File: src/rtl/timer_ctrl_pkg.sv
// Shared definitions for the round-timer controller: state codes,
// seven-segment glyphs and digit-select encodings.
package timer_ctrl_pkg;

    localparam logic [2:0] ST_IDLE    = 3'd0;
    localparam logic [2:0] ST_LOAD    = 3'd1;
    localparam logic [2:0] ST_RUNNING = 3'd2;
    localparam logic [2:0] ST_PAUSED  = 3'd3;
    localparam logic [2:0] ST_EXPIRED = 3'd4;

    // Segment order is {dp,g,f,e,d,c,b,a}, active-high
    localparam logic [7:0] SEG_BLANK = 8'h00;
    localparam logic [7:0] SEG_0     = 8'h3F;
    localparam logic [7:0] SEG_1     = 8'h06;
    localparam logic [7:0] SEG_2     = 8'h5B;
    localparam logic [7:0] SEG_3     = 8'h4F;
    localparam logic [7:0] SEG_4     = 8'h66;
    localparam logic [7:0] SEG_5     = 8'h6D;
    localparam logic [7:0] SEG_6     = 8'h7D;
    localparam logic [7:0] SEG_7     = 8'h07;
    localparam logic [7:0] SEG_8     = 8'h7F;
    localparam logic [7:0] SEG_9     = 8'h6F;

    localparam logic [1:0] DIG_UNITS = 2'b01;
    localparam logic [1:0] DIG_TENS  = 2'b10;

    function automatic logic [7:0] seg_glyph(input logic [3:0] digit);
        logic [7:0] glyph;
        case (digit)
            4'd0:    glyph = SEG_0;
            4'd1:    glyph = SEG_1;
            4'd2:    glyph = SEG_2;
            4'd3:    glyph = SEG_3;
            4'd4:    glyph = SEG_4;
            4'd5:    glyph = SEG_5;
            4'd6:    glyph = SEG_6;
            4'd7:    glyph = SEG_7;
            4'd8:    glyph = SEG_8;
            4'd9:    glyph = SEG_9;
            default: glyph = SEG_BLANK;
        endcase
        return glyph;
    endfunction

endpackage

File: src/rtl/timer_ctrl_seg7_scan.sv
// Two-digit multiplexed seven-segment driver: scan divider, digit mux
// and glyph decode, with registered anode and segment outputs.
module seg7_scan
    import timer_ctrl_pkg::*;
#(
    parameter int CLK_FREQ = 25_000_000,
    parameter int SCAN_HZ  = 1000
) (
    input  logic       clk,
    input  logic       rst_n,
    input  logic [3:0] tens,
    input  logic [3:0] units,
    input  logic       blank_tens,
    input  logic       blank_all,
    output logic [1:0] o_an,
    output logic [7:0] o_seg
);

    localparam int SCAN_DIV = CLK_FREQ / (2 * SCAN_HZ);
    localparam int SW       = (SCAN_DIV > 1) ? $clog2(SCAN_DIV) : 1;

    logic [SW-1:0] scan_cnt_q, scan_cnt_d;
    logic [1:0]    an_q, an_d;
    logic [7:0]    seg_q, seg_d;
    logic          tick;

    assign tick = (scan_cnt_q == SW'(SCAN_DIV - 1));

    // Segments follow the digit that will be enabled next cycle so that
    // anode and segment pattern always change on the same edge.
    always_comb begin
        scan_cnt_d = tick ? '0 : scan_cnt_q + SW'(1);
        an_d       = an_q;
        if (tick) begin
            an_d = (an_q == DIG_UNITS) ? DIG_TENS : DIG_UNITS;
        end
        seg_d = seg_glyph(units);
        if (blank_all) begin
            seg_d = SEG_BLANK;
        end else if (an_d == DIG_TENS) begin
            seg_d = blank_tens ? SEG_BLANK : seg_glyph(tens);
        end
    end

    always_ff @(posedge clk or negedge rst_n) begin
        if (!rst_n) begin
            scan_cnt_q <= '0;
            an_q       <= DIG_UNITS;
            seg_q      <= SEG_BLANK;
        end else begin
            scan_cnt_q <= scan_cnt_d;
            an_q       <= an_d;
            seg_q      <= seg_d;
        end
    end

    assign o_an  = an_q;
    assign o_seg = seg_q;

endmodule

File: src/rtl/timer_ctrl.sv
// Round-timer controller: sequences the countdown timer, reports expiry
// and shows the remaining seconds on two multiplexed digits.
module timer_ctrl
    import timer_ctrl_pkg::*;
#(
    parameter int CLK_FREQ = 25_000_000,
    parameter int SCAN_HZ  = 1000,
    parameter int BLINK_HZ = 2
) (
    input  logic       clk,
    input  logic       rst_n,
    input  logic       i_arm,
    input  logic       i_pause,
    input  logic       i_abort,
    input  logic       i_ack,
    input  logic [3:0] i_sec_cfg,
    input  logic       i_timeout,
    input  logic [3:0] i_time_val,
    output logic       o_start_timer,
    output logic       o_en,
    output logic [3:0] o_load_sec,
    output logic       o_expired,
    output logic       o_busy,
    output logic [2:0] o_state,
    output logic [1:0] o_an,
    output logic [7:0] o_seg
);

    localparam int BLINK_HALF = CLK_FREQ / (2 * BLINK_HZ);
    localparam int BW         = (BLINK_HALF > 1) ? $clog2(BLINK_HALF) : 1;

    logic [2:0]    state_q, state_d;
    logic [3:0]    load_sec_q, load_sec_d;
    logic          expired_q, expired_d;
    logic [BW-1:0] blink_cnt_q, blink_cnt_d;
    logic          blink_off_q, blink_off_d;
    logic          arm_accept;
    logic [3:0]    disp_val;
    logic [3:0]    tens, units;
    logic          blank_tens, blank_all;

    // A zero-length round can never time out, so it expires on the spot.
    always_comb begin
        state_d    = state_q;
        load_sec_d = load_sec_q;
        expired_d  = 1'b0;
        arm_accept = 1'b0;
        case (state_q)
            ST_IDLE: begin
                arm_accept = i_arm;
            end
            ST_LOAD: begin
                state_d = ST_RUNNING;
            end
            ST_RUNNING: begin
                if (i_timeout) begin
                    state_d   = ST_EXPIRED;
                    expired_d = 1'b1;
                end else if (i_arm) begin
                    arm_accept = 1'b1;
                end else if (i_abort) begin
                    state_d = ST_IDLE;
                end else if (i_pause) begin
                    state_d = ST_PAUSED;
                end
            end
            ST_PAUSED: begin
                if (i_arm) begin
                    arm_accept = 1'b1;
                end else if (i_abort) begin
                    state_d = ST_IDLE;
                end else if (!i_pause) begin
                    state_d = ST_RUNNING;
                end
            end
            ST_EXPIRED: begin
                if (i_arm) begin
                    arm_accept = 1'b1;
                end else if (i_ack) begin
                    state_d = ST_IDLE;
                end
            end
            default: begin
                state_d = ST_IDLE;
            end
        endcase
        if (arm_accept) begin
            if (i_sec_cfg == 4'd0) begin
                state_d   = ST_EXPIRED;
                expired_d = 1'b1;
            end else begin
                state_d    = ST_LOAD;
                load_sec_d = i_sec_cfg;
            end
        end
    end

    // Blink divider only runs while paused; it restarts in the "on" phase.
    always_comb begin
        blink_cnt_d = '0;
        blink_off_d = 1'b0;
        if (state_q == ST_PAUSED) begin
            if (blink_cnt_q == BW'(BLINK_HALF - 1)) begin
                blink_cnt_d = '0;
                blink_off_d = ~blink_off_q;
            end else begin
                blink_cnt_d = blink_cnt_q + BW'(1);
                blink_off_d = blink_off_q;
            end
        end
    end

    always_ff @(posedge clk or negedge rst_n) begin
        if (!rst_n) begin
            state_q     <= ST_IDLE;
            load_sec_q  <= 4'd10;
            expired_q   <= 1'b0;
            blink_cnt_q <= '0;
            blink_off_q <= 1'b0;
        end else begin
            state_q     <= state_d;
            load_sec_q  <= load_sec_d;
            expired_q   <= expired_d;
            blink_cnt_q <= blink_cnt_d;
            blink_off_q <= blink_off_d;
        end
    end

    always_comb begin
        disp_val = 4'd0;
        case (state_q)
            ST_IDLE:                          disp_val = i_sec_cfg;
            ST_LOAD, ST_RUNNING, ST_PAUSED:   disp_val = i_time_val;
            default:                          disp_val = 4'd0;
        endcase
    end

    assign blank_tens = (disp_val < 4'd10);
    assign tens       = blank_tens ? 4'd0 : 4'd1;
    assign units      = blank_tens ? disp_val : disp_val - 4'd10;
    assign blank_all  = (state_q == ST_PAUSED) && blink_off_q;

    seg7_scan #(
        .CLK_FREQ(CLK_FREQ),
        .SCAN_HZ (SCAN_HZ)
    ) u_scan (
        .clk       (clk),
        .rst_n     (rst_n),
        .tens      (tens),
        .units     (units),
        .blank_tens(blank_tens),
        .blank_all (blank_all),
        .o_an      (o_an),
        .o_seg     (o_seg)
    );

    assign o_start_timer = (state_q == ST_LOAD);
    assign o_en          = (state_q == ST_RUNNING);
    assign o_busy        = (state_q == ST_LOAD) || (state_q == ST_RUNNING) || (state_q == ST_PAUSED);
    assign o_state       = state_q;
    assign o_load_sec    = load_sec_q;
    assign o_expired     = expired_q;

endmodule

File: config.mk
export PLATFORM = sky130hd
export DESIGN_NAME = timer_ctrl
export DESIGN_NICKNAME = d
export VERILOG_FILES = /design/src/rtl/timer_ctrl_pkg.sv /design/src/rtl/timer_ctrl_seg7_scan.sv /design/src/rtl/timer_ctrl.sv
export SDC_FILE = /design/constraint.sdc
export NUM_CORES = 1
export LEC_CHECK = 0
export ABC_AREA = 1
export CAP_MARGIN = 20
export CORE_ASPECT_RATIO = 1.1
export CORE_MARGIN = 5
export CORE_UTILIZATION = 62
export CTS_CLUSTER_DIAMETER = 150
export DETAILED_ROUTE_END_ITERATION = 8
export HOLD_SLACK_MARGIN = 0.05
export PLACE_DENSITY = 0.91
export REMOVE_ABC_BUFFERS = 1
export SLEW_MARGIN = 10
export SYNTH_ARGS = -nofsm -noshare
export SYNTH_HDL_FRONTEND = slang
export SYNTH_HIERARCHICAL = 1
export SYNTH_SLANG_ARGS = --single-unit
File: constraint.sdc
create_clock -name clk -period 6.71 [get_ports clk]
set_input_delay 1.6775 -clock clk [delete_from_list [all_inputs] [get_ports clk]]
set_output_delay 1.6775 -clock clk [all_outputs]
set_load 0.005 [all_outputs]
==> results of run 1 <==
[synthesized netlist by cell type, types with 8 or more instances]
library cell	count	area share
nand2_1	115	0.12
nor2_1	83	0.083
inv_1	70	0.070
dfrtp_1	52	0.35
nand3_1	29	0.039
ha_1	13	0.043
a21oi_1	11	0.015
inv_2	11	0.011
nand2_2	11	0.018
nand4_1	11	0.018
xor2_1	11	0.026
nor2_2	10	0.017
o21ai_0	9	0.012
nor2_4	8	0.024
nor3_1	8	0.011
[power groups by stage]
stage | combinational (W) | clock (W) | sequential (W)
3_3_place_gp | 0.000564 | 0 | 0.000423
2_1_floorplan | 0.000393 | 0 | 0.000420
5_1_grt | 0.000684 | 0.000276 | 0.000424
6_report | 0.000615 | 0.000259 | 0.000419
3_5_place_dp | 0.000605 | 0 | 0.000422
4_1_cts | 0.000608 | 0.000261 | 0.000418
[flip-flops by register name, indices dropped and copies added, names as in the netlist]
register and cells:
u_scan/o_an 2, o_expired 1, o_state 3, u_scan/scan_cnt_q 14
o_load_sec 4, u_scan/o_seg 7, blink_cnt_q 23, blink_off_q 1
[final timing paths]
path	start	to	slack (ps)
min in group asynchronous	rst_n	blink_cnt_q[17]	1490
hold / removal	u_scan/scan_cnt_q[0]	u_scan/scan_cnt_q[0]	470
hold reg to reg	u_scan/scan_cnt_q[0]	u_scan/scan_cnt_q[0]	470
setup / recovery	i_sec_cfg[1]	u_scan/o_seg[3]	2750
max in group asynchronous	rst_n	u_scan/o_seg[6]	4770
setup reg to reg	o_state[0]	u_scan/o_seg[3]	3800
[worst max-delay path, cell delays in order]
cell and delay (ps):
clkdlybuf4s50_1 460, inv_1 70, o22ai_2 240, inv_2 60
ha_1 270, nand2_1 60, a21boi_1 310, inv_1 190
a21oi_1 410, a31o_2 190, inv_1 50, a21oi_2 110
nor2_1 70
[cell families (layout without fill, tap and decap cells)]
family          after synthesis  count (layout)  synth area share
fa+ha+maj                    13              13            0.0433
xor+xnor                     11              11            0.0257
buf+inv                      86             126            0.0944
other cells                   2              13           0.00200
simple gates                298             298             0.380
compound gates               47              47            0.0867
flops                        55              55             0.368
[cell type report]
| cell class | count | area, sq um | share of cell area |
|---|---|---|---|
| Timing Repair Buffer | 35 | 343 | 0.0792 |
| Tap cell | 77 | 96.3 | 0.0223 |
| Clock buffer | 6 | 72.6 | 0.0168 |
| Multi-Input combinational cell | 382 | 2060 | 0.476 |
| Sequential cell | 55 | 1380 | 0.319 |
| Inverter | 83 | 315 | 0.0729 |
| Clock inverter | 2 | 60.1 | 0.0139 |
[metrics by stage]
| step | util | hold WS, ps |
|---|---|---|
| final | 0.741 | 468 |
| after global routing | 0.741 | 504 |
| after CTS | 0.741 | 467 |
| after detailed placement | 0.718 | 454 |
| after global placement | 0.718 | 444 |
| after floorplan | - | 431 |
[metal layers]
| layer | vias up | global-route usage |
|---|---|---|
| met5 | - | 0 |
| li1 | 1692 | - |
| met1 | 1631 | 0.271 |
| met4 | 0 | 0.0831 |
| met3 | 21 | 0.0281 |
| met2 | 112 | 0.414 |
==> key figures, run 1 <==
Timing
  • Setup TNS: 0 ps
  • F_max: 252 MHz
  • Finish-stage setup viols: 0
  • Fin crit period: 3960 ps
  • Worst slew pin tran: 694 ps
  • PnR worst setup slack: 2750 ps
  • Final hold vios: 0
  • Slew headroom: 0.537
  • RSZ-0062 raised after global routing: no
  • Fin crit share: 0.590
  • Max Slew Vio Count: 0
  • Clk_skew: ~6.6 ps

Routing
  • Post-DR wirelength/cell: roughly 13 microns
  • Drt pass-1 iters: 5
  • DR iter-0 viols: 322
  • Final wirelength: 8360 microns
  • Routed met2 length: 4370 microns
  • Vias: 3,456
  • Top Layer Used: met4
  • Final ANT Viol Nets: 0
  • Mean number of vias per cell: roughly 5.4
  • # DRC: 0
  • Met3 Wirelength: 378 microns
  • M1 WL: between 3000 and 4000 microns

Cells and area
  • Commonest non-fill, non-tap cells in the layout: 115 x nand2_1, 83 x nor2_1, 70 x inv_1, 52 x dfrtp_1, 33 x clkdlybuf4s50_1
  • Fillers: between 400 and 500
  • Commonest non-fill, non-tap cell in the layout: nand2_1
  • Layout Cells excl Fill: 640
  • Design Area, Final: 0.00433 sq mm
  • Synth-to-Final Area Change: 15.3%
  • NumNets Final: 590
  • Layout cell share with drive strength beyond 1: 0.156
  • # diodes: 0

Synth
  • Post-synthesis sequential area ratio: 0.368
  • Async set-reset flop share out of synthesis: 1.00
  • Library cells used by synthesis: 41
  • Synth Register Bits: 55
  • Mapped cell area: between 0.003 and 0.004 sq mm
  • Synth Warn #: 6
  • Post-synthesis cell count: 512
  • Syn Area/Cell: around 7.3 sq um
  • Top_reg_cell synth: dfrtp_1
  • Post-synth EDFFs: 0

GRT
  • Number of global-route vias before repair: around 3.4k
  • Initial antenna violation count: 0
  • Grt ovf: 0
  • All-layer global routing usage: 0.227
  • Largest net degree at the start of global routing: 56
  • First-pass GRT wire length: 14,600 microns

Placement
  • Routability cong.: 0.916
  • Placed cell areas: about 0.0042 sq mm
  • DP Worst Slack: 2510 ps
  • Number of cells after detailed placement: 632
  • DP Wirelength: 6180 microns
  • Port bufs: 34

Clock network
  • CTS Root Buffer Type: clkbuf_8
  • CTS clk-pin slew, worst paths: 90 ps
  • Clk buf depth: 2
  • Post-CTS Setup Bufs: 0
  • CTS sink count: 55
  • Hold Buf Count CTS: 0
  • Worst-Skew Late Latency: 310 ps
  • Total CTS buffers: 5
  • Cts repair resizes: 0
  • H-tree Lvls: 2
  • TritonCTS clock tree: yes

Power and ir drop
  • PwrDens: 299 mW/mm^2
  • Static leakage: 2.00 nW
  • Worst ir drop on vdd: around 290 uV
  • Clock share of power: 0.200
  • Flop pwr share: 0.324
  • Overall power: around 0.0013 W
  • Int Power: roughly 0.00080 W
  • Comb power frac: 0.476
  • P_sw: 0.000492 W
  • Sw Share: 0.380

Outcome
  • Status: finished, final reports clean

Die
  • Die Ht: 91.6 microns
  • Core area: 0.00584 sq mm
  • DIE WIDTH: 84.2 microns
  • I/O pin count: 36
  • Cell Rows: 29
  • Starting density of the core: 0.642
  • Die ar.: 0.00771 sq mm

Critical path
  • Crit-path max FO: 6
  • Startpoint Class: input port
  • Critical path arrival: 4160 ps
  • Worst Reg-to-Reg Cells: 13
  • Data required, critical path: 6910 ps
  • Worst Setup Path Type: input port to flip-flop
  • CP Capture Type: flip-flop

Run
  • Max cap viols: 0

Worst hold path
  • HP Class: flip-flop to flip-flop
  • Worst hold path depth: 1
Note: power is estimated with default switching activity, not from simulation.
==> run 2, diff against run 1 <==
--- a/config.mk
+++ b/config.mk
@@ -9,11 +9,11 @@
 export CAP_MARGIN = 20
 export CORE_ASPECT_RATIO = 1.1
 export CORE_MARGIN = 5
-export CORE_UTILIZATION = 62
+export CORE_UTILIZATION = 58
 export CTS_CLUSTER_DIAMETER = 150
 export DETAILED_ROUTE_END_ITERATION = 8
 export HOLD_SLACK_MARGIN = 0.05
-export PLACE_DENSITY = 0.91
+export PLACE_DENSITY = 0.87
 export REMOVE_ABC_BUFFERS = 1
 export SLEW_MARGIN = 10
 export SYNTH_ARGS = -nofsm -noshare
==> constraint.sdc (replaced) <==
create_clock -name clk -period 3.9 [get_ports clk]
set_input_delay 0.975 -clock clk [delete_from_list [all_inputs] [get_ports clk]]
set_output_delay 0.975 -clock clk [all_outputs]
set_load 0.005 [all_outputs]
==> key figures, run 2 (synthesis gave the netlist of run 1 again) <==
Cells and area
  • Commonest non-fill, non-tap cells in the layout: 115 x nand2_1, 83 x nor2_1, 70 x inv_1, 52 x dfrtp_1, 33 x clkdlybuf4s50_1
  • Design Area, Final: 0.00430 sq mm (-0.58%)
  • Area of the multi-input gates: 0.00206 sq mm (unchanged)
  • NumNets Final: 591 (+0.17%)
  • Biggest register: blink_cnt_q
  • Max reg flops: 23 (unchanged)
  • Commonest non-fill, non-tap cell in the layout: nand2_1
  • Synth-to-Final Area Change: 14.6%
  • Layout Utilization: 0.690 (-0.0503)
  • Layout Cells excl Fill: 644 (+0.63%)
  • # diodes: 0 (unchanged)
  • Total area of sequential cells: 0.00138 sq mm (unchanged)
  • Fillers: 560 (+29%)
  • Layout cell share with drive strength beyond 1: 0.156 (-0.000277)

Clock network
  • Hold Buf Count CTS: 0 (unchanged)
  • TritonCTS clock tree: yes
  • Clk buf depth: 2 (unchanged)
  • Post-CTS Setup Bufs: 0 (unchanged)
  • Cts repair resizes: 0 (unchanged)
  • CTS clk-pin slew, worst paths: 100 ps (about the same)
  • H-tree Lvls: 2 (unchanged)
  • Worst-Skew Late Latency: 310 ps (about the same)
  • CTS Root Buffer Type: clkbuf_8
  • Total CTS buffers: 5 (unchanged)
  • CTS sink count: 55 (unchanged)

Die
  • DIE WIDTH: 86.7 microns (+3.0%)
  • Core area: 0.00623 sq mm (+6.7%)
  • I/O pin count: 36 (unchanged)
  • Die Ht: 94.4 microns (+3.0%)
  • Cell Rows: 30 (+3.4%)
  • Starting density of the core: 0.602 (-0.0401)
  • Die ar.: 0.00818 sq mm (+6.1%)

Timing
  • Hold Slack: 479 ps (+10.7 ps)
  • Finish-stage setup viols: 0 (unchanged)
  • Setup TNS: 0 ps (unchanged)
  • Fin crit share: 0.790
  • Slew headroom: 0.576 (+0.0384)
  • Worst slew pin tran: 635 ps (-59.1 ps)
  • Max Slew Vio Count: 0 (unchanged)
  • Final hold vios: 0 (unchanged)
  • RSZ-0062 raised after global routing: no
  • Clk_skew: 5.56 ps (-1.08 ps)
  • F_max: 325 MHz
  • Fin crit period: 3080 ps

Critical path
  • Critical path arrival: 3290 ps (-870 ps)
  • CP most frequent cell: inv_1
  • Data required, critical path: 4110 ps (-2800 ps)
  • CP cell instances: clkdlybuf4s50_1 -> inv_1 -> o22ai_2 -> inv_2 -> ha_1 -> nand2_1 -> a21boi_1 -> inv_1 -> a21oi_1 -> a31o_2 -> inv_1 -> a21oi_2 -> nor2_1
  • CP Capture Type: flip-flop
  • Worst Reg-to-Reg Cells: 13 (unchanged)
  • Crit path largest cell delay: 460 ps (about the same)
  • CP max-delay cell: clkdlybuf4s50_1
  • Startpoint Class: input port
  • Crit-path max FO: 6 (unchanged)
  • Worst Setup Path Type: input port to flip-flop

Placement
  • Routability cong.: 0.914 (-0.25%)
  • Number of cells after detailed placement: 635 (+0.47%)
  • Placed cell areas: 0.00420 sq mm (about the same)
  • Port bufs: 34 (unchanged)
  • DP Wirelength: 6280 microns (+1.6%)

Routing
  • Post-DR wirelength/cell: 12.5 microns (-4.5%)
  • DR iter-0 viols: 226 (-30%)
  • Final wirelength: 8030 microns (-3.9%)
  • M1 WL: 3380 microns (-1.1%)
  • Final ANT Viol Nets: 0 (unchanged)
  • Drt pass-1 iters: 5 (unchanged)
  • Top Layer Used: met4
  • Routed met2 length: 4190 microns (-4.2%)
  • # DRC: 0 (unchanged)
  • Vias: 3,338 (-3.4%)
  • Mean number of vias per cell: 5.18 (-4.0%)
  • Met3 Wirelength: 299 microns (-21%)

Power and ir drop
  • PwrDens: 479 mW/mm^2 (+60%)
  • Static leakage: 1.98 nW (-0.88%)
  • P_sw: 0.000806 W (+64%)
  • Clock share of power: 0.154 (-0.046)
  • Worst ir drop on vdd: 414 uV (+44%)
  • Int Power: 0.00125 W (+56%)
  • Flop pwr share: 0.348 (+0.024)
  • Sw Share: 0.391 (+0.0115)
  • Comb power frac: 0.498 (+0.022)

Worst hold path
  • HP Class: input port to asynchronous set/reset pin

GRT
  • First-pass GRT wire length: 14,200 microns (-2.4%)
  • Initial antenna violation count: 0 (unchanged)
  • All-layer global routing usage: 0.214 (-0.0129)
  • Largest net degree at the start of global routing: 45 (-20%)
  • Grt ovf: 0 (unchanged)
  • Number of global-route vias before repair: 3,322 (-2.5%)

Run
  • Max cap viols: 0 (unchanged)

Outcome
  • Status: finished, final reports clean
[run 2: changes by cell type in the layout (fill, tap and decap cells not counted), sizes merged]
cell,before,now
bufinv,2,0
buf,2,3
clkbuf,6,7
clkinvlp,0,1
[run 2: stage by stage]
step | setup WS [ps] | power [W]
2_1_floorplan | 1230 | 0.00140
3_3_place_gp | 605 | 0.00170
3_5_place_dp | 499 | 0.00175
4_1_cts | 830 | 0.00206
5_1_grt | 553 | 0.00224
6_report | 820 | 0.00206
[run 2: layer usage]
metal / up-vias / global-route usage
met1: 1544 / 0.257
met4: 0 / 0.0766
met3: 20 / 0.0384
met5: - / 0
met2: 83 / 0.380
li1: 1691 / -
[run 2: cell type report]
class	count	area share
clock buffers	7	0.0177
flip-flops and latches	55	0.321
clock inverters	1	0.00175
multi-input cells	382	0.479
repair buffers	36	0.0844
inverters	83	0.0733
well taps	80	0.0233
[run 2: critical path: cells and delay by family]
family / cells / cell delay (ps)
AO/OA/AOI/OAI: 5 / 1170
adder cells (fa/ha/maj): 1 / 260
buffers and inverters: 5 / 780
AND/OR/NAND/NOR: 2 / 130
[run 2: final timing paths]
check	from	end	slack, ps
hold reg to reg	blink_cnt_q[0]	blink_cnt_q[0]	480
max in group asynchronous	rst_n	o_load_sec[3]	2930
min in group clk	blink_cnt_q[0]	blink_cnt_q[0]	480
setup reg to reg	o_state[0]	u_scan/o_seg[3]	1180
setup / recovery	i_sec_cfg[1]	u_scan/o_seg[3]	820
hold / removal	rst_n	blink_cnt_q[19]	480
[run 2: power by group through the flow]
stage                     clock [W]  sequential [W]  combinational [W]
after floorplan                   0        0.000722           0.000676
after global placement            0        0.000727           0.000972
after detailed placement          0        0.000726            0.00102
after CTS                  0.000320        0.000717            0.00103
after global routing       0.000346        0.000727            0.00117
final                      0.000317        0.000716            0.00103
==> run 3, diff against run 2 <==
--- a/config.mk
+++ b/config.mk
@@ -9,11 +9,11 @@
 export CAP_MARGIN = 20
 export CORE_ASPECT_RATIO = 1.1
 export CORE_MARGIN = 5
-export CORE_UTILIZATION = 58
+export CORE_UTILIZATION = 52
 export CTS_CLUSTER_DIAMETER = 150
 export DETAILED_ROUTE_END_ITERATION = 8
 export HOLD_SLACK_MARGIN = 0.05
-export PLACE_DENSITY = 0.87
+export PLACE_DENSITY = 0.82
 export REMOVE_ABC_BUFFERS = 1
 export SLEW_MARGIN = 10
 export SYNTH_ARGS = -nofsm -noshare
==> constraint.sdc (replaced) <==
create_clock -name clk -period 2.7 [get_ports clk]
set_input_delay 0.675 -clock clk [delete_from_list [all_inputs] [get_ports clk]]
set_output_delay 0.675 -clock clk [all_outputs]
set_load 0.005 [all_outputs]
==> key figures, run 3 (synthesis gave the netlist of run 1 again) <==
Placement
  • Port bufs: 34 (unchanged)
  • Number of cells after detailed placement: 651 (+2.5%)
  • Routability cong.: 0.901 (-1.4%)
  • DP Wirelength: 6170 microns (-1.8%)
  • Placed cell areas: 0.00429 sq mm (+2.1%)
  • DP Worst Slack: -185 ps (-685 ps)

Routing
  • Vias: 3,340 (+0.060%)
  • Drt pass-1 iters: 4 (-1)
  • Post-DR wirelength/cell: 11.8 microns (-5.7%)
  • Mean number of vias per cell: 5.07 (-2.2%)
  • DR iter-0 viols: 170 (-25%)
  • Final ANT Viol Nets: 0 (unchanged)
  • Final wirelength: 7750 microns (-3.5%)
  • # DRC: 0 (unchanged)

Clock network
  • CTS sink count: 55 (unchanged)
  • Hold Buf Count CTS: 0 (unchanged)
  • Worst-Skew Late Latency: 320 ps (about the same)
  • Post-CTS Setup Bufs: 0 (unchanged)
  • Cts repair resizes: 0 (unchanged)
  • CTS clk-pin slew, worst paths: 110 ps (about the same)
  • TritonCTS clock tree: yes
  • CTS Root Buffer Type: clkbuf_8
  • Total CTS buffers: 5 (unchanged)
  • H-tree Lvls: 2 (unchanged)
  • Clk buf depth: 2 (unchanged)

Cells and area
  • Fillers: 571 (+2.0%)
  • Layout cell share with drive strength beyond 1: 0.176 (+0.0199)
  • Max reg flops: 23 (unchanged)
  • Layout Cells excl Fill: 659 (+2.3%)
  • # diodes: 0 (unchanged)
  • Design Area, Final: 0.00438 sq mm (+1.8%)
  • Synth-to-Final Area Change: 16.7%
  • Commonest non-fill, non-tap cells in the layout: 115 x nand2_1, 83 x nor2_1, 70 x inv_1, 52 x dfrtp_1, 33 x clkdlybuf4s50_1
  • Biggest register: blink_cnt_q
  • Commonest non-fill, non-tap cell in the layout: nand2_1
  • NumNets Final: 601 (+1.7%)

Critical path
  • Startpoint Class: input port
  • Crit-path max FO: 5 (-1)
  • Reg-to-reg startpoint: o_state[1]
  • CP Capture Type: flip-flop
  • CP startpoint: i_sec_cfg[1]
  • Critical path arrival: 2730 ps (-560 ps)
  • Data required, critical path: 2940 ps (-1170 ps)
  • Worst Setup Path Type: input port to flip-flop

Die
  • Die Ht: 99.1 microns (+5.0%)
  • I/O pin count: 36 (unchanged)
  • DIE WIDTH: 91.0 microns (+5.0%)
  • Starting density of the core: 0.536 (-0.0667)
  • Die ar.: 0.00902 sq mm (+10%)
  • Cell Rows: 32 (+6.7%)
  • Core area: 0.00701 sq mm (+12%)

Timing
  • Slew headroom: 0.534 (-0.0414)
  • Hold Slack: 457 ps (-21.3 ps)
  • Final hold vios: 0 (unchanged)
  • PnR worst setup slack: 209 ps (-611 ps)
  • Finish-stage setup viols: 0 (unchanged)
  • Max Slew Vio Count: 0 (unchanged)
  • Fin crit period: 2490 ps
  • RSZ-0062 raised after global routing: no
  • Clk_skew: 17.7 ps (+12.2 ps)
  • Fin crit share: 0.923
  • Worst slew pin tran: 698 ps (+63.6 ps)
  • F_max: around 400 MHz

Power and ir drop
  • Static leakage: 2.03 nW (+2.7%)
  • PwrDens: 712 mW/mm^2 (+49%)
  • Overall power: 0.00312 W (+51%)
  • Worst ir drop on vdd: 542 uV (+31%)

Run
  • Max cap viols: 0 (unchanged)

GRT
  • Initial antenna violation count: 0 (unchanged)
  • All-layer global routing usage: 0.183 (-0.0309)
  • First-pass GRT wire length: 14,100 microns (-0.49%)
  • Largest net degree at the start of global routing: 56 (+24%)
  • Grt ovf: 0 (unchanged)
  • Number of global-route vias before repair: 3,397 (+2.3%)

Outcome
  • Status: finished, final reports clean

Worst hold path
  • HP Class: input port to asynchronous set/reset pin
-- run 3: metrics by stage --
step / setup TNS (ps) / utilization
5_1_grt: 0 / 0.625
2_1_floorplan: 0 / -
3_5_place_dp: -929 / 0.612
3_3_place_gp: -336 / 0.612
4_1_cts: 0 / 0.624
6_report: 0 / 0.625
-- run 3: layout make-up --
| class | count | area, sq um | area share |
|---|---|---|---|
| sequential | 55 | 1380 | 0.315 |
| clock buffer | 5 | 68.8 | 0.0157 |
| tap | 85 | 106 | 0.0243 |
| multi-input combinational | 382 | 2060 | 0.471 |
| clock inverter | 3 | 18.8 | 0.00429 |
| timing repair buffer | 46 | 425 | 0.0972 |
| inverter | 83 | 315 | 0.0720 |
-- run 3: final timing paths --
check                             endpoint  slack [ps]  cells past startpoint
hold reg to reg             blink_cnt_q[0]         490                      1
setup reg to reg           u_scan/o_seg[0]         340                     12
hold / removal                   o_expired         460                      2
max in group asynchronous   u_scan/o_an[1]        1750                      2
min in group clk            blink_cnt_q[0]         490                      1
setup / recovery           u_scan/o_seg[0]         210                     12
-- run 3: power breakdown --
| part | internal (W) | switching, W | total, W |
|---|---|---|---|
| Combinational | 0.000789 | 0.000834 | 0.00162 |
| Clock | 0.000184 | 0.000281 | 0.000465 |
| Sequential | 0.000950 | 0.0000763 | 0.00103 |
-- run 3: worst max-delay path: stages --
cell and delay (ps):
clkdlybuf4s50_1 460, inv_1 60, o22ai_2 220, inv_2 60, ha_1 270, nand2_1 60, a21boi_2 180, inv_1 110
or2_2 290, a31oi_1 180, a21oi_2 50, nor2_1 120
-- run 3: layer usage --
metal | GRT usage | routed length, microns | vias up
li1 | - | - | 1706
met1 | 0.212 | 3160 | 1551
met2 | 0.341 | 4200 | 71
met3 | 0.0265 | 275 | 12
met4 | 0.0609 | 115 | 0
met5 | 0 | 0 | -
